<file path="src/rtl/song_block_sequencer.sv">
// Song block sequencer: walks a song's blocks, fetches each block's note count
// and plays it for count*TICKS_PER_BEAT beat ticks, with pause/stop control.
module song_block_sequencer #(
  parameter int FETCH_LAT      = 2,
  parameter int TICKS_PER_BEAT = 4
) (
  input  logic       clk,
  input  logic       rst,
  input  logic       start,
  input  logic       stop,
  input  logic       pause,
  input  logic [1:0] song_sel_in,
  input  logic [8:0] song_len,
  input  logic       beat_tick,
  input  logic [2:0] block_size,
  output logic [8:0] block_idx,
  output logic [1:0] song_sel,
  output logic       note_valid,
  output logic       block_start,
  output logic       busy,
  output logic       done,
  output logic [2:0] state
);

  localparam int CW = $clog2(4 * TICKS_PER_BEAT + 1);
  localparam int TW = (FETCH_LAT > 1) ? $clog2(FETCH_LAT) : 1;

  typedef enum logic [2:0] {
    S_IDLE   = 3'd0,
    S_FETCH  = 3'd1,
    S_PLAY   = 3'd2,
    S_PAUSED = 3'd3,
    S_DONE   = 3'd4
  } state_t;

  state_t        state_q, state_d;
  logic [8:0]    idx_q, idx_d;
  logic [8:0]    len_q, len_d;
  logic [1:0]    sel_q, sel_d;
  logic [CW-1:0] cnt_q, cnt_d;
  logic [TW-1:0] tmr_q, tmr_d;
  logic          bs_q, bs_d;
  logic          advance;
  logic [2:0]    sat_size;

  assign sat_size = (block_size > 3'd4) ? 3'd4 : block_size;

  always_comb begin
    state_d = state_q;
    idx_d   = idx_q;
    len_d   = len_q;
    sel_d   = sel_q;
    cnt_d   = cnt_q;
    tmr_d   = tmr_q;
    bs_d    = 1'b0;
    advance = 1'b0;

    case (state_q)
      S_IDLE: begin
        if (start && !stop) begin
          sel_d   = song_sel_in;
          len_d   = song_len;
          idx_d   = 9'd0;
          tmr_d   = '0;
          cnt_d   = '0;
          state_d = (song_len == 9'd0) ? S_DONE : S_FETCH;
        end
      end
      S_FETCH: begin
        // block_size is only trusted in the final fetch cycle
        if (tmr_q == TW'(FETCH_LAT - 1)) begin
          if (block_size == 3'd0) begin
            advance = 1'b1;
          end else begin
            cnt_d   = CW'(sat_size) * CW'(TICKS_PER_BEAT);
            bs_d    = 1'b1;
            state_d = S_PLAY;
          end
        end else begin
          tmr_d = tmr_q + TW'(1);
        end
      end
      S_PLAY: begin
        if (pause) begin
          state_d = S_PAUSED;
        end else if (beat_tick) begin
          if (cnt_q <= CW'(1)) advance = 1'b1;
          else                 cnt_d   = cnt_q - CW'(1);
        end
      end
      S_PAUSED: begin
        if (!pause) state_d = S_PLAY;
      end
      S_DONE: begin
        state_d = S_IDLE;
        idx_d   = 9'd0;
      end
      default: begin
        state_d = S_IDLE;
        idx_d   = 9'd0;
      end
    endcase

    if (advance) begin
      if (idx_q == len_q - 9'd1) begin
        state_d = S_DONE;
      end else begin
        idx_d   = idx_q + 9'd1;
        tmr_d   = '0;
        state_d = S_FETCH;
      end
    end

    // stop overrides everything outside IDLE, including a same-cycle start
    if (stop && state_q != S_IDLE) begin
      state_d = S_IDLE;
      idx_d   = 9'd0;
      tmr_d   = '0;
      cnt_d   = '0;
      bs_d    = 1'b0;
    end
  end

  always_ff @(posedge clk) begin
    if (!rst) begin
      state_q <= S_IDLE;
      idx_q   <= 9'd0;
      len_q   <= 9'd0;
      sel_q   <= 2'd0;
      cnt_q   <= '0;
      tmr_q   <= '0;
      bs_q    <= 1'b0;
    end else begin
      state_q <= state_d;
      idx_q   <= idx_d;
      len_q   <= len_d;
      sel_q   <= sel_d;
      cnt_q   <= cnt_d;
      tmr_q   <= tmr_d;
      bs_q    <= bs_d;
    end
  end

  assign block_idx   = idx_q;
  assign song_sel    = sel_q;
  assign block_start = bs_q;
  assign note_valid  = (state_q == S_PLAY);
  assign busy        = (state_q != S_IDLE);
  assign done        = (state_q == S_DONE);
  assign state       = state_q;

endmodule

</file>
<file path="config.mk">
export PLATFORM = sky130hd
export DESIGN_NAME = song_block_sequencer
export DESIGN_NICKNAME = d
export VERILOG_FILES = /design/src/rtl/song_block_sequencer.sv
export SDC_FILE = /design/constraint.sdc
export NUM_CORES = 1
export LEC_CHECK = 0
export ABC_AREA = 1
export CORE_ASPECT_RATIO = 1.75
export CORE_MARGIN = 5
export CORE_UTILIZATION = 25
export CTS_CLUSTER_DIAMETER = 40
export DETAILED_ROUTE_END_ITERATION = 7
export SLEW_MARGIN = 25
export SYNTH_ARGS = -nofsm -noshare
export SYNTH_HDL_FRONTEND = slang
export SYNTH_SLANG_ARGS = --single-unit
</file>
<file path="constraint.sdc">
create_clock -name clk -period 1.55 [get_ports clk]
set_input_delay 0.31 -clock clk [delete_from_list [all_inputs] [get_ports clk]]
set_output_delay 0.31 -clock clk [all_outputs]
set_load 0.005 [all_outputs]
</file>
==> out/results.tsv, run 1 <==
metric	value	unit
Netlist cell types	26	
minimum clock period	1.69	ns
maxcap violations	0	
WP data required	1.72	ns
gate count after technology mapping	303	
fill cell count	781	
Remaining DRCs	0	
CP endpoint kind	flop	
Final #Nets	430	
wire per inst	12.7	um
M1 GR Usage	13.2	%
cell taking the most area after synthesis	dfxtp_1	
multi-input logic area	1390	um^2
Hold Slack	0.476	ns
final setup fails	12	
gr ovfl total	0	
Iter 0 DRT Violations	97	
TritonCTS Buffers	5	
area delta synth->final	70.2	%
met3 usage	2.41	%
share of the synthesized area in the top cell type	31.7	%
Synth Area per Inst	6.25	um^2
Total GRT Usage	13.2	%
Worst EP arrival	1.86	ns
Reg clk slew, reported paths	0.05	ns
total iterations of the first detailed-routing run	4	
commonest non-fill, non-tap cell in the layout	buf_4	
final wirelength	6290	um
Via Count	2344	
I/O Pins	38	
status	complete, but fails checks	
yosys synthesis warning count	0	
Crit Path Max Fanout	6	
Max Transition Viols Final	0	
Post-Syn Area	1890	um^2
pre-CTS setup slack	-0.224	ns
clock sinks	30	
biggest area contributors in the synthesized netlist	dfxtp_1, nand2_1, nor2_1, nand3_1, inv_1	
row count	42	
most frequent cells in the layout	buf_4, nand2_1, nor2_1, clkdlybuf4s50_1, inv_1	
WS Path Type	reg2reg	
register area share after synthesis	31.7	%
Die Y	125	um
core area	7460	um^2
Final period util	109	%
Final GP Congestion	0.860	
Slew @ Worst Pin	0.313	ns
number of global-route vias before repair	2164	
CTS H-tree depth	2	
Util after Layout	43.2	%
hpwl dp	4480	um
first-pass GRT wire length	9640	um
ANT nets after route	0	
clock skew	0.00657	ns
fmax	0.593	GHz
pwr dens	1480	nW/um^2
Max Root-Sink Buffers	2	
maximum VDD drop	967	uV
Leak	1.50	nW
Slew headroom	79.0	%
CTS tree	built	
Vias/cell	4.74	
worst setup slack after layout	-0.137	ns
Buffers on Ports	37	
RSZ-0062 raised after global routing	true	
n_diodes	0	
Most Crowded Layer GR	met2	
Hold Crit Class	reg2reg	
failing checks	negative setup slack	
die area	9480	um^2
largest net degree at the start of global routing	16	
clock root buffer	clkbuf_16	
M2 GR Usage	23.7	%
Initial Util	25.4	%
Syn Nets	327	
initial antenna violation count	0	
Die Wd	75.8	um
share of cells above drive strength 1	37.8	%
clk_lat worst skew	0.28	ns
number of synthesized register bits	30	
FF+latch area	632	um^2
critical path launch point type	flop	
Fin. Hold Viols	0	
[per-stage QoR]
step                cells  TNS [ns]  area [um^2]  total power, mW
finish                495     -1.32         3220             4.76
global route          495     -2.48         3220             5.13
CTS                   487     -1.12         3020             4.37
detailed placement    471     -3.61         2730             3.30
global placement      471     -2.95         2730             3.28
floorplan             303         0         1920             2.34
[worst paths after layout]
| path | cells after the start | slack, ns | to | start |
|---|---|---|---|---|
| setup / recovery | 14 | -0.14 | block_idx[5] | len_q[0] |
| hold / removal | 2 | 0.48 | cnt_q[4] | cnt_q[4] |
| setup reg to reg | 14 | -0.14 | block_idx[5] | len_q[0] |
| hold reg to reg | 2 | 0.48 | cnt_q[4] | cnt_q[4] |
[flip-flops by register name, indices dropped and copies added, names as in the netlist]
register and count:
len_q 9, song_sel 2, block_idx 9, state 3
cnt_q 5, block_start 1, tmr_q 1
[routing by layer]
metal | wire length (um) | vias to the layer above
li1 | - | 1192
met1 | 2300 | 1073
met2 | 3480 | 62
met3 | 273 | 17
met4 | 236 | 0
met5 | 0 | -
[report_power, final]
part | switching, mW | leakage [nW] | internal, mW | total [mW]
sequential | 0.186 | 0.253 | 0.951 | 1.14
clock | 0.332 | 0.0739 | 0.635 | 0.967
combinational | 1.45 | 1.17 | 1.21 | 2.66
[cell usage after synthesis]
| library cell | count |
|---|---|
| nor4_1 | 1 |
| dfxtp_1 | 30 |
| xnor2_1 | 4 |
| a21oi_2 | 1 |
| a211oi_1 | 2 |
| nor3_1 | 5 |
| nand2_4 | 1 |
| inv_1 | 32 |
| nand2_2 | 5 |
| nand3_1 | 25 |
| o21ai_0 | 20 |
| buf_6 | 1 |
| o31ai_1 | 1 |
| buf_2 | 3 |
| nand4_1 | 4 |
| nand2_1 | 70 |
| clkbuf_1 | 1 |
| nor2_1 | 55 |
| xor2_1 | 8 |
| nor2_2 | 6 |
| a21oi_1 | 14 |
| nand3b_1 | 2 |
| inv_2 | 4 |
| ha_1 | 4 |
| or2_2 | 1 |
| a31oi_1 | 3 |
[area by class of cell]
class                           instances  share of cell area (%)
Multi-Input combinational cell        237                    43.1
Timing Repair Buffer                   95                    24.7
Sequential cell                        30                    19.6
Clock buffer                            7                    4.43
Inverter                               36                    4.39
Tap cell                               88                    3.42
Timing Repair inverter                  1                   0.233
Clock inverter                          1                   0.155
[cells by family after synthesis]
kind of cell / after synthesis / synth area share (%)
XOR/XNOR: 12 / 5.55
AND/OR/NAND/NOR: 175 / 39.7
buffers and inverters: 41 / 8.72
adder cells (fa/ha/maj): 4 / 2.64
flip-flops: 30 / 31.7
AO/OA/AOI/OAI: 41 / 11.6
[worst max-delay path: stages (launching register included)]
cell	delay, ns
dfxtp_2	0.34
inv_4	0.04
ha_4	0.17
inv_2	0.07
nand2_2	0.05
nand3_2	0.06
nand2_2	0.08
nor2_4	0.11
nand3_2	0.11
nor2_4	0.18
nand2_8	0.12
nand2_8	0.12
nand2_2	0.05
nand2_1	0.05
nor2_1	0.03
[timing repair]
| action | in CTS | in global routing |
|---|---|---|
| hold buffers | 0 | 0 |
| gates cloned | 3 | 3 |
| gates resized for setup | 47 | 54 |
| buffers inserted | 5 | 5 |
| pin swaps | 13 | 20 |
| setup endpoints to repair | 33 | 26 |
No activity file was read; power rests on OpenSTA's default activity.
==> inputs of run 2 (changes only) <==
==> constraint.sdc (replaced) <==
create_clock -name clk -period 1.8 [get_ports clk]
set_input_delay 0.36 -clock clk [delete_from_list [all_inputs] [get_ports clk]]
set_output_delay 0.36 -clock clk [all_outputs]
set_load 0.005 [all_outputs]
==> run 2 against run 1 <==
The run now ends clean. Routed wire length shrank 9.2%. Via count shrank 8.4%. Sequential share of layout area grew 2.6 points. Die area is the same. Count of clock-buffer cells in the layout is the same. Total power shrank 27%. First-iteration DRC count grew 36%. Clock power shrank 18%. Utilization shrank 6.6 points. Flip-flop and latch count is the same. Combinational power shrank 35%. Cell area shrank 15%. Largest cell class unchanged.
==> out/results.tsv, run 2 (synthesis results as in run 1) <==
metric	value	unit
status	complete, no violations	
Final Power	3.49	mW
pwr dens	1280	nW/um^2
Clk network pwr share	22.7	%
gr ovfl total	0	
Iter 0 DRT Violations	132	
Final #Nets	389	
Final GP Congestion	0.887	
Int Power	2.07	mW
Die Y	125	um
final non-filler cell area	2730	um^2
commonest non-fill, non-tap cell in the layout	nand2_1	
largest stage delay on the critical path	0.57	ns
Initial Util	25.4	%
Total GRT Usage	12.5	%
Reg power frac	27.7	%
Worst EP arrival	1.36	ns
ANT nets after route	0	
first-pass GRT wire length	9250	um
Fin. Hold Viols	0	
n_diodes	0	
Slowest-stage cell, CP	clkdlybuf4s50_1	
hpwl dp	4380	um
Leak	1.26	nW
FF+latch area	607	um^2
WHS Path Cells	2	
final wirelength	5710	um
fmax	0.581	GHz
Remaining DRCs	0	
largest net degree at the start of global routing	19	
crit-path leading delay family	buffers and inverters	
Slew @ Worst Pin	0.370	ns
Levels on crit path	1	
most frequent cells in the layout	nand2_1, nor2_1, clkdlybuf4s50_1, inv_1	
Reg clk slew, reported paths	0.05	ns
die area	9480	um^2
fill cell count	823	
Hold Crit Class	reg2reg	
Max Transition Viols Final	0	
R2R Setup Slk	0.12	ns
Via Count	2146	
switching part of the total	40.7	%
switching power total	1.42	mW
Hold Slack	0.478	ns
Placement Cell Area	2480	um^2
WP data required	1.44	ns
clock sinks	30	
core area	7460	um^2
CP endpoint kind	output port	
number of global-route vias before repair	2041	
maxcap violations	0	
CP cell instances	clkdlybuf4s50_1	
Buffers on Ports	37	
Crit Path Max Fanout	7	
CTS H-tree depth	2	
FF-to-FF End	block_idx[2]	
TritonCTS Buffers	5	
Critical Path Sink	block_idx[2]	
clock skew	0.00408	ns
minimum clock period	1.72	ns
clock root buffer	clkbuf_16	
Critical R2R Launch	len_q[0]	
CTS tree	built	
row count	42	
CP Launch Point	block_idx[2]	
Final period util	95.7	%
multi-input logic area	1200	um^2
Vias/cell	4.74	
CP Buf/Inv Count	1	
critical path launch point type	flop	
Die Wd	75.8	um
Slew headroom	75.3	%
area delta synth->final	44.2	%
share of cells above drive strength 1	17.0	%
Max Root-Sink Buffers	2	
clk_lat worst skew	0.28	ns
I/O Pins	38	
maximum VDD drop	604	uV
worst reg2reg path depth	16	
final setup fails	0	
Gate power share	49.6	%
initial antenna violation count	0	
wire per inst	12.6	um
total iterations of the first detailed-routing run	5	
WS Path Type	reg2out	
==> run 2: worst min path at each step <==
stage,endpoint,from
floorplan,cnt_q[4],cnt_q[4]
global placement,cnt_q[4],cnt_q[4]
detailed placement,cnt_q[4],cnt_q[4]
CTS,cnt_q[4],cnt_q[4]
global route,cnt_q[4],cnt_q[4]
finish,len_q[1],len_q[1]
==> run 2: layer usage <==
metal | GRT usage [%] | part of all wire, % | vias up
li1 | - | - | 1096
met1 | 13.7 | 38 | 986
met2 | 22.1 | 55 | 52
met3 | 1.93 | 4.2 | 12
met4 | 6.18 | 2.9 | 0
met5 | 0 | 0 | -
==> run 2: cell type report <==
cell class / count / share of cell area, %
Timing Repair Buffer: 57 / 19.8
Sequential cell: 30 / 22.2
Clock buffer: 7 / 4.86
Multi-Input combinational cell: 235 / 44.1
Inverter: 36 / 4.95
Tap cell: 88 / 4.03
==> run 2: what timing repair did <==
action,in CTS,in global routing
setup endpoints to repair,11,13
endpoints found under the hold margin,0,0
cloned,0,3
buffers inserted,1,3
pin swaps,1,5
resized for setup,12,13
hold buffers,0,0
==> run 2: power by group through the flow <==
stage               logic, mW  registers [mW]  clock network [mW]
finish                   1.73           0.964               0.792
floorplan                1.05           0.931                   0
global placement         1.64           0.961                   0
CTS                      1.69           0.961               0.808
global route             1.97           0.982               0.838
detailed placement       1.65           0.962                   0
==> run 2: per-stage QoR <==
step	TNS (ns)	std cells	utilization, %	setup slack [ns]
2_1_floorplan	0	303	-	0.194
3_3_place_gp	0	439	33.2	0.00582
3_5_place_dp	-0.0987	439	33.2	-0.0408
4_1_cts	0	447	35.4	0.00697
5_1_grt	-0.0145	453	36.6	-0.0120
6_report	0	453	36.6	0.0775
